$ cat src/rtl/artemis_ddr3_stream_writer_if.sv
// Stream-in and MCB user-port (pN_cmd / pN_wr) signals of the Artemis DDR3 stream writer.
// The master modport is the writer; the slave modport is the stream source plus the MCB port.
interface artemis_ddr3_stream_writer_if;
  logic [31:0] i_data;
  logic        i_data_stb;
  logic        o_data_rdy;
  logic        o_cmd_en;
  logic [2:0]  o_cmd_instr;
  logic [5:0]  o_cmd_bl;
  logic [29:0] o_cmd_byte_addr;
  logic        i_cmd_full;
  logic        o_wr_en;
  logic [3:0]  o_wr_mask;
  logic [31:0] o_wr_data;
  logic        i_wr_full;
  logic        i_wr_underrun;
  logic        i_wr_error;

  modport master (
    input  i_data, i_data_stb, i_cmd_full, i_wr_full, i_wr_underrun, i_wr_error,
    output o_data_rdy, o_cmd_en, o_cmd_instr, o_cmd_bl, o_cmd_byte_addr,
           o_wr_en, o_wr_mask, o_wr_data
  );

  modport slave (
    output i_data, i_data_stb, i_cmd_full, i_wr_full, i_wr_underrun, i_wr_error,
    input  o_data_rdy, o_cmd_en, o_cmd_instr, o_cmd_bl, o_cmd_byte_addr,
           o_wr_en, o_wr_mask, o_wr_data
  );
endinterface

$ cat src/rtl/artemis_ddr3_stream_writer.sv
// Fills the MCB write FIFO one burst at a time from a 32-bit stream, then issues one write command per burst.
// Define ARTEMIS_WRITER_AUTO_PRECHARGE_EN to issue write-with-auto-precharge instead of plain writes.
module artemis_ddr3_stream_writer #(
  parameter int unsigned BURST_WORDS = 32
) (
  input  logic        clk,
  input  logic        rst,
  input  logic        i_calibration_done,
  input  logic        i_start,
  input  logic [29:0] i_base_addr,
  input  logic [23:0] i_word_count,
  output logic        o_busy,
  output logic        o_done,
  output logic        o_error,
  artemis_ddr3_stream_writer_if.master bus
);

  localparam int unsigned ADDR_W = 30;
  localparam int unsigned CNT_W  = 24;
  localparam int unsigned BEAT_W = 7;

`ifdef ARTEMIS_WRITER_AUTO_PRECHARGE_EN
  localparam logic [2:0] CMD_INSTR = 3'b010;
`else
  localparam logic [2:0] CMD_INSTR = 3'b000;
`endif

  typedef enum logic [1:0] {ST_IDLE, ST_FILL, ST_CMD} state_e;

  state_e              state_q, state_d;
  logic [ADDR_W-1:0]   addr_q, addr_d;
  logic [CNT_W-1:0]    remaining_q, remaining_d;
  logic [BEAT_W-1:0]   fill_q, fill_d;
  logic                busy_q, busy_d;
  logic                done_q, done_d;
  logic                error_q, error_d;
  logic [BEAT_W-1:0]   beats_c;
  logic                data_rdy_c;
  logic                wr_en_c;
  logic                cmd_en_c;

  // Beats in the current burst: a full burst, or whatever is left for the final one.
  assign beats_c = (remaining_q < CNT_W'(BURST_WORDS)) ? BEAT_W'(remaining_q)
                                                       : BEAT_W'(BURST_WORDS);

  always_ff @(posedge clk or posedge rst) begin
    if (rst) begin
      state_q     <= ST_IDLE;
      addr_q      <= '0;
      remaining_q <= '0;
      fill_q      <= '0;
      busy_q      <= 1'b0;
      done_q      <= 1'b0;
      error_q     <= 1'b0;
    end else begin
      state_q     <= state_d;
      addr_q      <= addr_d;
      remaining_q <= remaining_d;
      fill_q      <= fill_d;
      busy_q      <= busy_d;
      done_q      <= done_d;
      error_q     <= error_d;
    end
  end

  always_comb begin
    state_d     = state_q;
    addr_d      = addr_q;
    remaining_d = remaining_q;
    fill_d      = fill_q;
    busy_d      = busy_q;
    done_d      = 1'b0;
    error_d     = error_q;
    data_rdy_c  = 1'b0;
    wr_en_c     = 1'b0;
    cmd_en_c    = 1'b0;

    case (state_q)
      ST_IDLE: begin
        if (i_start && i_calibration_done && (i_word_count != '0)) begin
          addr_d      = i_base_addr & ~ADDR_W'(3);
          remaining_d = i_word_count;
          fill_d      = '0;
          error_d     = 1'b0;
          busy_d      = 1'b1;
          state_d     = ST_FILL;
        end
      end

      ST_FILL: begin
        data_rdy_c = !bus.i_wr_full && (fill_q < beats_c);
        if (bus.i_data_stb && data_rdy_c) begin
          wr_en_c = 1'b1;
          fill_d  = BEAT_W'(fill_q + BEAT_W'(1));
        end
        if (fill_d == beats_c) begin
          state_d = ST_CMD;
        end
      end

      ST_CMD: begin
        // The burst's data is already in the FIFO, so the command can never cause an underrun.
        if (!bus.i_cmd_full) begin
          cmd_en_c    = 1'b1;
          addr_d      = addr_q + ADDR_W'({beats_c, 2'b00});
          remaining_d = remaining_q - CNT_W'(beats_c);
          fill_d      = '0;
          if (remaining_d == '0) begin
            done_d  = 1'b1;
            busy_d  = 1'b0;
            state_d = ST_IDLE;
          end else begin
            state_d = ST_FILL;
          end
        end
      end

      default: state_d = ST_IDLE;
    endcase

    // MCB fault aborts the transfer without a done pulse; the error flag holds until the next start.
    if (busy_q && (bus.i_wr_underrun || bus.i_wr_error)) begin
      error_d = 1'b1;
      busy_d  = 1'b0;
      done_d  = 1'b0;
      state_d = ST_IDLE;
    end
  end

  assign o_busy              = busy_q;
  assign o_done              = done_q;
  assign o_error             = error_q;
  assign bus.o_data_rdy      = data_rdy_c;
  assign bus.o_wr_en         = wr_en_c;
  assign bus.o_wr_data       = bus.i_data;
  assign bus.o_wr_mask       = 4'b0000;
  assign bus.o_cmd_en        = cmd_en_c;
  assign bus.o_cmd_instr     = CMD_INSTR;
  assign bus.o_cmd_bl        = (state_q == ST_CMD) ? 6'(beats_c - BEAT_W'(1)) : 6'd0;
  assign bus.o_cmd_byte_addr = addr_q;

endmodule
$ cat src/flat_wrapper.sv
// flat-port wrapper written by rule: the top's interface ports become plain ports
module artemis_ddr3_stream_writer_flat 
#(
  parameter int unsigned BURST_WORDS = 32
)
  (clk, rst, i_calibration_done, i_start, i_base_addr, i_word_count, o_busy, o_done, o_error, bus_i_data, bus_i_data_stb, bus_i_cmd_full, bus_i_wr_full, bus_i_wr_underrun, bus_i_wr_error, bus_o_data_rdy, bus_o_cmd_en, bus_o_cmd_instr, bus_o_cmd_bl, bus_o_cmd_byte_addr, bus_o_wr_en, bus_o_wr_mask, bus_o_wr_data);
  artemis_ddr3_stream_writer_if bus_i ();
  input  logic clk;
  input  logic rst;
  input  logic i_calibration_done;
  input  logic i_start;
  input  logic [29:0] i_base_addr;
  input  logic [23:0] i_word_count;
  output logic o_busy;
  output logic o_done;
  output logic o_error;
  input wire logic [$bits(bus_i.i_data)-1:0] bus_i_data;
  input wire logic [$bits(bus_i.i_data_stb)-1:0] bus_i_data_stb;
  input wire logic [$bits(bus_i.i_cmd_full)-1:0] bus_i_cmd_full;
  input wire logic [$bits(bus_i.i_wr_full)-1:0] bus_i_wr_full;
  input wire logic [$bits(bus_i.i_wr_underrun)-1:0] bus_i_wr_underrun;
  input wire logic [$bits(bus_i.i_wr_error)-1:0] bus_i_wr_error;
  output wire logic [$bits(bus_i.o_data_rdy)-1:0] bus_o_data_rdy;
  output wire logic [$bits(bus_i.o_cmd_en)-1:0] bus_o_cmd_en;
  output wire logic [$bits(bus_i.o_cmd_instr)-1:0] bus_o_cmd_instr;
  output wire logic [$bits(bus_i.o_cmd_bl)-1:0] bus_o_cmd_bl;
  output wire logic [$bits(bus_i.o_cmd_byte_addr)-1:0] bus_o_cmd_byte_addr;
  output wire logic [$bits(bus_i.o_wr_en)-1:0] bus_o_wr_en;
  output wire logic [$bits(bus_i.o_wr_mask)-1:0] bus_o_wr_mask;
  output wire logic [$bits(bus_i.o_wr_data)-1:0] bus_o_wr_data;
  assign bus_i.i_data = bus_i_data;
  assign bus_i.i_data_stb = bus_i_data_stb;
  assign bus_i.i_cmd_full = bus_i_cmd_full;
  assign bus_i.i_wr_full = bus_i_wr_full;
  assign bus_i.i_wr_underrun = bus_i_wr_underrun;
  assign bus_i.i_wr_error = bus_i_wr_error;
  assign bus_o_data_rdy = bus_i.o_data_rdy;
  assign bus_o_cmd_en = bus_i.o_cmd_en;
  assign bus_o_cmd_instr = bus_i.o_cmd_instr;
  assign bus_o_cmd_bl = bus_i.o_cmd_bl;
  assign bus_o_cmd_byte_addr = bus_i.o_cmd_byte_addr;
  assign bus_o_wr_en = bus_i.o_wr_en;
  assign bus_o_wr_mask = bus_i.o_wr_mask;
  assign bus_o_wr_data = bus_i.o_wr_data;
  artemis_ddr3_stream_writer #(.BURST_WORDS(BURST_WORDS)) u_core (.clk(clk), .rst(rst), .i_calibration_done(i_calibration_done), .i_start(i_start), .i_base_addr(i_base_addr), .i_word_count(i_word_count), .o_busy(o_busy), .o_done(o_done), .o_error(o_error), .bus(bus_i));
endmodule
$ cat config.mk
export PLATFORM = sky130hd
export DESIGN_NAME = artemis_ddr3_stream_writer_flat
export DESIGN_NICKNAME = d
export VERILOG_FILES = /design/src/rtl/artemis_ddr3_stream_writer_if.sv /design/src/rtl/artemis_ddr3_stream_writer.sv /design/src/flat_wrapper.sv
export SDC_FILE = /design/constraint.sdc
export NUM_CORES = 1
export LEC_CHECK = 0
export CORE_UTILIZATION = 40
export DETAILED_ROUTE_END_ITERATION = 16
export PLACE_DENSITY = 0.77
export SLEW_MARGIN = 15
export SYNTH_ARGS = -nofsm -noshare
export SYNTH_HDL_FRONTEND = slang
export SYNTH_SLANG_ARGS = --single-unit
$ cat constraint.sdc
create_clock -name clk -period 4.3 [get_ports clk]
set_clock_uncertainty 0.2 [all_clocks]
set_input_delay 0.43 -clock clk [delete_from_list [all_inputs] [get_ports clk]]
set_output_delay 0.43 -clock clk [all_outputs]
set_load 0.02 [all_outputs]
Word level (Yosys, flattened, before mapping):

Cells that the tools add are included.

* output and inout port bits: 81
* register bits after elaboration: 66
* input bits: 95
* word-level logic and storage cells: 78

* $add $sub $neg: 4
* $lt $le $gt $ge: 2
* equality and inequality tests: 9
* multiplexer cells: 36
* reductions and logical operators: 20

Operators by type and width (number)
* 2-to-1 mux 30 bit: 2
* one-hot mux 30 bit (2 select lines): 1
* 2-to-1 mux 24 bit: 2
* one-hot mux 24 bit (2 select lines): 1
* 2-to-1 mux 7 bit: 5
* adder 30 x 9 -> 30 bit: 1
* logical NOT 24 bit: 1
* < comparator 24 x 6 -> 1 bit (second input constant): 1
* nonzero test 24 bit: 1
* subtractor 24 x 7 -> 24 bit: 1
* one-hot mux 7 bit (3 select lines): 1
* 2-to-1 mux 1 bit: 17
* inequality test 3 x 1 -> 1 bit (second input constant): 3
* AND reduction 3 bit: 3
* 2-to-1 mux 2 bit: 4
* adder 7 x 1 -> 7 bit (second input constant): 1
* equality test 7 bit: 1
* < comparator 7 bit: 1
* 2-to-1 mux 6 bit: 1
* one-hot mux 2 bit (3 select lines): 1
* nonzero test 2 bit: 3
* nonzero test 3 bit: 2
* subtractor 6 x 1 -> 6 bit (second input constant): 1
* logical AND 1 bit: 5
* other kinds (11): 11

Longest topological paths before layout:

Gate-level depths: netlist of run 1.

* depth in word-level cells: 11
* depth in mapped cells: 18

Worst setup path before layout of run 1:

No wires, ideal clock.

* path type: register to register
* start point: register u_core.remaining_q[13]
* end point: register u_core.state_q[1]
* arrival time: 3.976 ns
* slack: 0.032 ns
* data required time: 4.008 ns
* stages on the path, launching flop included: 17
* clock period less this slack: 4.268 ns
* cells stage by stage: dfrtp_1 > buf_6 > or4_4 > buf_6 > and4b_1 > nand2_2 > inv_6 > nand2_1 > ha_1 > a211oi_1 > o21ai_0 > nor4_1 > xnor2_2 > nor4_2 > a31oi_1 > or4_1 > o31ai_2

* longest elaborated chain between the ends: 10

RTL lines
* start: declaration: line artemis_ddr3_stream_writer.sv:32 `logic [CNT_W-1:0] remaining_q, remaining_d;`
* start signal: assignment: line artemis_ddr3_stream_writer.sv:58 `remaining_q <= remaining_d;`
* < comparator 24 x 6 -> 1 bit (*): line artemis_ddr3_stream_writer.sv:43 `assign beats_c = (remaining_q < CNT_W'(BURST_WORDS)) ? BEAT_W'(remaining_q)`
* 2-to-1 mux 7 bit (*): line artemis_ddr3_stream_writer.sv:43
* < comparator 7 bit: line artemis_ddr3_stream_writer.sv:91 `data_rdy_c = !bus.i_wr_full && (fill_q < beats_c);`
* logical AND 1 bit: line artemis_ddr3_stream_writer.sv:91
* logical AND 1 bit: line artemis_ddr3_stream_writer.sv:92 `if (bus.i_data_stb && data_rdy_c) begin`
* 2-to-1 mux 7 bit: line artemis_ddr3_stream_writer.sv:92
* 2-to-1 mux 7 bit: line artemis_ddr3_stream_writer.sv:78 `case (state_q)`
* equality test 7 bit (*): line artemis_ddr3_stream_writer.sv:96 `if (fill_d == beats_c) begin`
* inequality test 3 x 1 -> 1 bit (no source line) (*)
* AND reduction 3 bit (no source line) (*)
* end signal: assignment: line artemis_ddr3_stream_writer.sv:56 `state_q <= state_d;`
* end: declaration: line artemis_ddr3_stream_writer.sv:30 `state_e state_q, state_d;`

Mark *: on every way between the ends. The rest lies on a longest branch, timed or not. The select of a mux whose other input is x is not followed.
A chain may end at the register's enable or synchronous reset.

Final worst setup path of run 1:

* start point: register u_core.remaining_q[12]
* end point: register u_core.state_q[1]

The elaborated chain is that of the path after synthesis.

==> results of run 1 <==
logic make-up after synthesis:
logic type               share of synthesized area
AND/OR/NAND/NOR                              0.234
AO/OA/AOI/OAI                                0.257
buffers and inverters                        0.116
flip-flops                                   0.308
adder cells (fa/ha/maj)                     0.0424
XOR/XNOR                                    0.0344
multiplexers                               0.00626
other                                      0.00145
cell usage after synthesis, types with 14 or more instances:
cell	n	share of area
o21ai_0	73	0.070
dfrtp_1	64	0.31
nand2_1	59	0.043
a21oi_1	54	0.052
nor2_1	42	0.030
buf_4	41	0.059
clkbuf_1	29	0.021
nand3_1	29	0.028
nor3_1	24	0.023
inv_1	23	0.017
ha_1	16	0.039
a31oi_1	14	0.017
cell usage in the layout (no fill, tap or decap), types with 7 or more instances in the layout:
cell             count
a21oi_1             53
a31oi_1             14
and3_1               9
buf_4               29
clkbuf_16            9
clkdlybuf4s50_1     98
conb_1              12
dfrtp_1             64
ha_1                15
inv_1               22
nand2_1             59
nand3_1             29
nand4_1              7
nor2_1              39
nor2b_1              7
nor3_1              23
nor4_1              13
o21ai_0             71
o22a_1               7
o22ai_1             13
o2bb2a_1             7
xnor2_1              7
xor2_1               7
area by class of cell:
cell class                      instances  area, um^2  share of cell area
Sequential cell                        64        1600               0.246
Multi-Input combinational cell        496        3090               0.475
Inverter                               24        95.1              0.0146
Tap cell                              172         215              0.0331
Clock inverter                          4        28.8             0.00442
Timing Repair Buffer                  129        1220               0.187
Clock buffer                           12         256              0.0394
report_power, final:
group | internal, uW | switching (uW)
Combinational | 687 | 792
Sequential | 836 | 326
Clock | 422 | 279
Total | 1940 | 1400
sequential cells by signal (all words and copies together), names as in the netlist:
signal / count
u_core.o_error: 1
u_core.bus.o_cmd_byte_addr: 28
u_core.remaining_q: 24
u_core.o_busy: 1
u_core.state_q: 2
u_core.o_done: 1
u_core.fill_q: 7
through the flow:
stage	setup slack, ns	power [uW]	TNS, ns
after floorplan	0.0320	2070	0
after global placement	0.158	2600	0
after detailed placement	0.135	2610	0
after CTS	0.0450	3320	0
after global routing	-0.0415	3560	-0.0415
final	0.122	3340	0
layer usage:
metal	track usage	vias up	share of wire
li1	-	2487	-
met1	0.312	2470	0.44
met2	0.372	223	0.47
met3	0.0502	23	0.070
met4	0.0880	0	0.018
met5	0	-	0
final timing paths:
check	slack [ns]	to
max	0.12	u_core.state_q[1]$_DFFE_PP0P_
min	0.26	u_core.bus.o_cmd_byte_addr[7]$_DFFE_PP0P_
max reg2reg	0.12	u_core.state_q[1]$_DFFE_PP0P_
min reg2reg	0.31	u_core.bus.o_cmd_byte_addr[5]$_DFFE_PP0P_
max in group asynchronous	2.67	u_core.remaining_q[0]$_DFFE_PP0P_
min in group clk	0.31	u_core.bus.o_cmd_byte_addr[5]$_DFFE_PP0P_
what timing repair did:
item                       in CTS  in global routing
setup endpoints to repair       2                 13
buffers inserted                0                  2
gates resized for setup         2                 13
pin swaps                       0                  2
==> flow_metrics.env, run 1 <==
export IMPL_outcome="complete, no violations"
export IMPL_syn_avg_cell_area_um2=7.94
export IMPL_postRouteAntennaNets=0
export IMPL_worstPathArrival_ns=4.22
export IMPL_ys_seq_area_frac=0.308
export IMPL_cp_required_ns=4.34
export IMPL_critPathKind="flip-flop to flip-flop"
export IMPL_drt_vias_per_instance=5.77
export IMPL_rr_startpoint="u_core.remaining_q[12]$_DFFE_PP0P_"
export IMPL_synthDistinctLibCells=73
export IMPL_routabilityCongestion=0.924
export IMPL_syn_inst=654
export IMPL_drt_wirelength_per_cell_um=16.8
export IMPL_start_kind="flip-flop"
export IMPL_grt_pass1_wl_um=24500
export IMPL_grt_pass1_vias=4872
export IMPL_clock_sinks=64
export IMPL_synth_edff_count=0
export IMPL_route_vias_total=5203
export IMPL_clock_latency_ns=0.33
export IMPL_area_delta_synth_final_pct=25.2
export IMPL_wl_um=15100
export IMPL_hold_viol_final=0
export IMPL_antenna_found_initial=0
export IMPL_cts_root_buf="clkbuf_16"
export IMPL_core_area_um2=12600
export IMPL_path_cells="or4_4 -> and4b_2 -> nand2_2 -> inv_6 -> buf_4 -> nand2_2 -> ha_1 -> a21oi_1 -> nand4_1 -> o21a_4 -> o21a_1 -> nor4_2 -> a31oi_1 -> or4_4 -> o31ai_2"
export IMPL_max_stage_delay_ns=0.57
export IMPL_synthArstFlopShare=1.00
export IMPL_finish_utilization=0.515
export IMPL_pin_count=176
export IMPL_stdcell_count=901
export IMPL_synth_seq_cells=64
export IMPL_slew_viol_final=0
export IMPL_place_area_um2=6160
export IMPL_io_buffers=100
export IMPL_crit_family="simple AND/OR/NAND/NOR gates"
export IMPL_worstSetupEndpointType="flip-flop"
export IMPL_leakage_uw=0.00259
export IMPL_htreeDepth=3
export IMPL_fin_nets=836
export IMPL_crit_buf_inv=2
export IMPL_nFillCells=1219
export IMPL_synth_flop_cell="dfrtp_1"
export IMPL_initial_core_util=0.412
export IMPL_grt_max_degree=54
export IMPL_p_per_area_nw_per_um2=514
export IMPL_die_w_um=116
export IMPL_yosysWarningCount=0
export IMPL_dp_cells=883
export IMPL_crit_cells=15
export IMPL_clock_path_buffers=2
export IMPL_worstMarginPinSlew_ns=0.916
export IMPL_gr_total_overflow=0
export IMPL_finalSetupViolations=0
export IMPL_crit_fanout=6
export IMPL_clock_fmax_mhz=239
export IMPL_die_area_um2=13400
export IMPL_cap_violations=0
export IMPL_min_period_over_period=0.972
export IMPL_drive_gt1_frac=0.115
export IMPL_finalInstanceArea_um2=6500
export IMPL_hold_path_class="primary input to async pin"
export IMPL_crit_path_top_delay_cell="or4_4"
export IMPL_track_usage=0.234
export IMPL_hpwl_um=10800
export IMPL_rsz0062_at_grt="true"
export IMPL_max_slew_margin_rel=0.389
export IMPL_crit_start="u_core.remaining_q[12]$_DFFE_PP0P_"
export IMPL_dr_pass1_iters=5
export IMPL_synth_area_um2=5190
export IMPL_die_h_um=116
export IMPL_route_detailed_drc=0
export IMPL_antenna_diode_count=0
export IMPL_timing_hold_ws_ns=0.262
export IMPL_cts_buffers=9
export IMPL_drt_initial_drc_count=368
export IMPL_peakVddDrop_mv=0.327
export IMPL_period_needed_ns=4.18
export IMPL_cts_hold_buf=0
export IMPL_path_clk_slew_ns=0.06
export IMPL_cts_tree="yes"
export IMPL_r2r_cells=15
export IMPL_num_rows=41
(Power assumes the default switching activity.)
==> run 2: changes to the inputs <==
--- a/config.mk
+++ b/config.mk
@@ -12,3 +12,4 @@
 export SYNTH_ARGS = -nofsm -noshare
 export SYNTH_HDL_FRONTEND = slang
 export SYNTH_SLANG_ARGS = --single-unit
+export TNS_END_PERCENT = 1
==> flow_metrics.env, run 2 (same netlist as run 1, synthesis figures left out) <==
export IMPL_fin_nets=836
export IMPL_grt_max_degree=54
export IMPL_wl_um=15000
export IMPL_final_common_cell="clkdlybuf4s50_1"
export IMPL_min_period_over_period=0.971
export IMPL_htreeDepth=3
export IMPL_cts_tree="yes"
export IMPL_area_delta_synth_final_pct=25.2
export IMPL_antenna_found_initial=0
export IMPL_route_detailed_drc=0
export IMPL_period_needed_ns=4.17
export IMPL_worstPathArrival_ns=4.22
export IMPL_track_usage=0.234
export IMPL_p_sw_uw=1390
export IMPL_hpwl_um=10800
export IMPL_crit_fanout=6
export IMPL_stdcell_count=901
export IMPL_worstSetupEndpointType="flip-flop"
export IMPL_peakVddDrop_mv=0.326
export IMPL_route_vias_total=5179
export IMPL_die_w_um=116
export IMPL_rsz0062_at_grt="true"
export IMPL_place_area_um2=6160
export IMPL_intPower_uw=1940
export IMPL_cts_buffers=9
export IMPL_io_buffers=100
export IMPL_final_cell_mix="clkdlybuf4s50_1 (98), o21ai_0 (71), dfrtp_1 (64)"
export IMPL_nFillCells=1220
export IMPL_finalInstanceArea_um2=6500
export IMPL_switching_share=0.417
export IMPL_crit_family="simple AND/OR/NAND/NOR gates"
export IMPL_core_area_um2=12600
export IMPL_cap_violations=0
export IMPL_worstMarginPinSlew_ns=0.901
export IMPL_grt_pass1_wl_um=24500
export IMPL_grt_pass1_vias=4872
export IMPL_cp_required_ns=4.34
export IMPL_path_cells="or4_4 -> and4b_2 -> nand2_2 -> inv_6 -> buf_4 -> nand2_2 -> ha_1 -> a21oi_1 -> nand4_1 -> o21a_4 -> o21a_1 -> nor4_2 -> a31oi_1 -> or4_4 -> o31ai_2"
export IMPL_max_slew_margin_rel=0.398
export IMPL_clock_path_buffers=2
export IMPL_pwr_share_seq=0.348
export IMPL_dr_pass1_iters=6
export IMPL_max_stage_delay_ns=0.57
export IMPL_leakage_uw=0.00259
export IMPL_largest_register_ffs=28
export IMPL_hold_viol_final=0
export IMPL_routabilityCongestion=0.924
export IMPL_critPathKind="flip-flop to flip-flop"
export IMPL_p_per_area_nw_per_um2=513
export IMPL_slew_viol_final=0
export IMPL_cts_root_buf="clkbuf_16"
export IMPL_drive_gt1_frac=0.115
export IMPL_start_kind="flip-flop"
export IMPL_finalSetupViolations=0
export IMPL_antenna_diode_count=0
export IMPL_crit_path_top_delay_cell="or4_4"
export IMPL_path_clk_slew_ns=0.06
export IMPL_drt_initial_drc_count=371
export IMPL_outcome="complete, no violations"
export IMPL_fin_tns_setup_ns=0
export IMPL_pin_count=176
export IMPL_hold_path_class="primary input to async pin"
export IMPL_combPwrFrac=0.442
export IMPL_clock_fmax_mhz=240
export IMPL_initial_core_util=0.412
export IMPL_die_area_um2=13400
export IMPL_num_rows=41
export IMPL_gr_total_overflow=0
export IMPL_die_h_um=116
export IMPL_dp_cells=883
export IMPL_drt_wirelength_per_cell_um=16.7
export IMPL_clkPwrFrac=0.210
export IMPL_crit_buf_inv=2
export IMPL_clock_sinks=64
export IMPL_clock_latency_ns=0.33
export IMPL_drt_vias_per_instance=5.75
export IMPL_postRouteAntennaNets=0
==> run 2: through the flow <==
step                hold WS (ns)  utilization  setup slack (ns)  power (uW)
finish                     0.261        0.515             0.126        3340
global route               0.303        0.515           -0.0415        3560
CTS                        0.284        0.511            0.0450        3320
detailed placement         0.304        0.488             0.135        2610
global placement           0.302        0.488             0.158        2600
floorplan                  0.292            -            0.0320        2070
==> run 2: power by group through the flow <==
| stage | registers (uW) | logic [uW] | clock network (uW) |
|---|---|---|---|
| after floorplan | 1210 | 867 | 0 |
| after global placement | 1150 | 1440 | 0 |
| after detailed placement | 1160 | 1460 | 0 |
| after CTS | 1150 | 1470 | 705 |
| after global routing | 1200 | 1620 | 740 |
| final | 1160 | 1480 | 701 |
==> run 2: worst paths after layout <==
| kind | cells past startpoint | from | slack [ns] | endpoint |
|---|---|---|---|---|
| min in group clk | 2 | u_core.bus.o_cmd_byte_addr[5]$_DFFE_PP0P_ | 0.31 | u_core.bus.o_cmd_byte_addr[5]$_DFFE_PP0P_ |
| max | 15 | u_core.remaining_q[12]$_DFFE_PP0P_ | 0.13 | u_core.state_q[1]$_DFFE_PP0P_ |
| min reg2reg | 2 | u_core.bus.o_cmd_byte_addr[5]$_DFFE_PP0P_ | 0.31 | u_core.bus.o_cmd_byte_addr[5]$_DFFE_PP0P_ |
| max in group asynchronous | 3 | rst | 2.67 | u_core.remaining_q[0]$_DFFE_PP0P_ |
| min | 2 | rst | 0.26 | u_core.bus.o_cmd_byte_addr[7]$_DFFE_PP0P_ |
| max reg2reg | 15 | u_core.remaining_q[12]$_DFFE_PP0P_ | 0.13 | u_core.state_q[1]$_DFFE_PP0P_ |
==> run 2: timing repair <==
action	CTS	global route
buffers inserted	0	2
gates resized for setup	2	12
hold buffers	0	0
pin swaps	0	1
endpoints found under the setup margin	2	13
==> run 2: cell type report <==
type / instances / area, um^2 / area share
clock buffers: 12 / 256 / 0.0394
clock inverters: 4 / 28.8 / 0.00443
inverters: 24 / 95.1 / 0.0146
multi-input cells: 496 / 3090 / 0.475
flip-flops and latches: 64 / 1600 / 0.246
well taps: 172 / 215 / 0.0331
repair buffers: 129 / 1220 / 0.187
==> run 2: per-layer routing <==
layer | part of all wire | global-route usage | wire length (um)
met3 | 0.071 | 0.0502 | 1060
met4 | 0.019 | 0.0880 | 282
met5 | 0 | 0 | 0
met1 | 0.44 | 0.312 | 6590
met2 | 0.47 | 0.372 | 7100
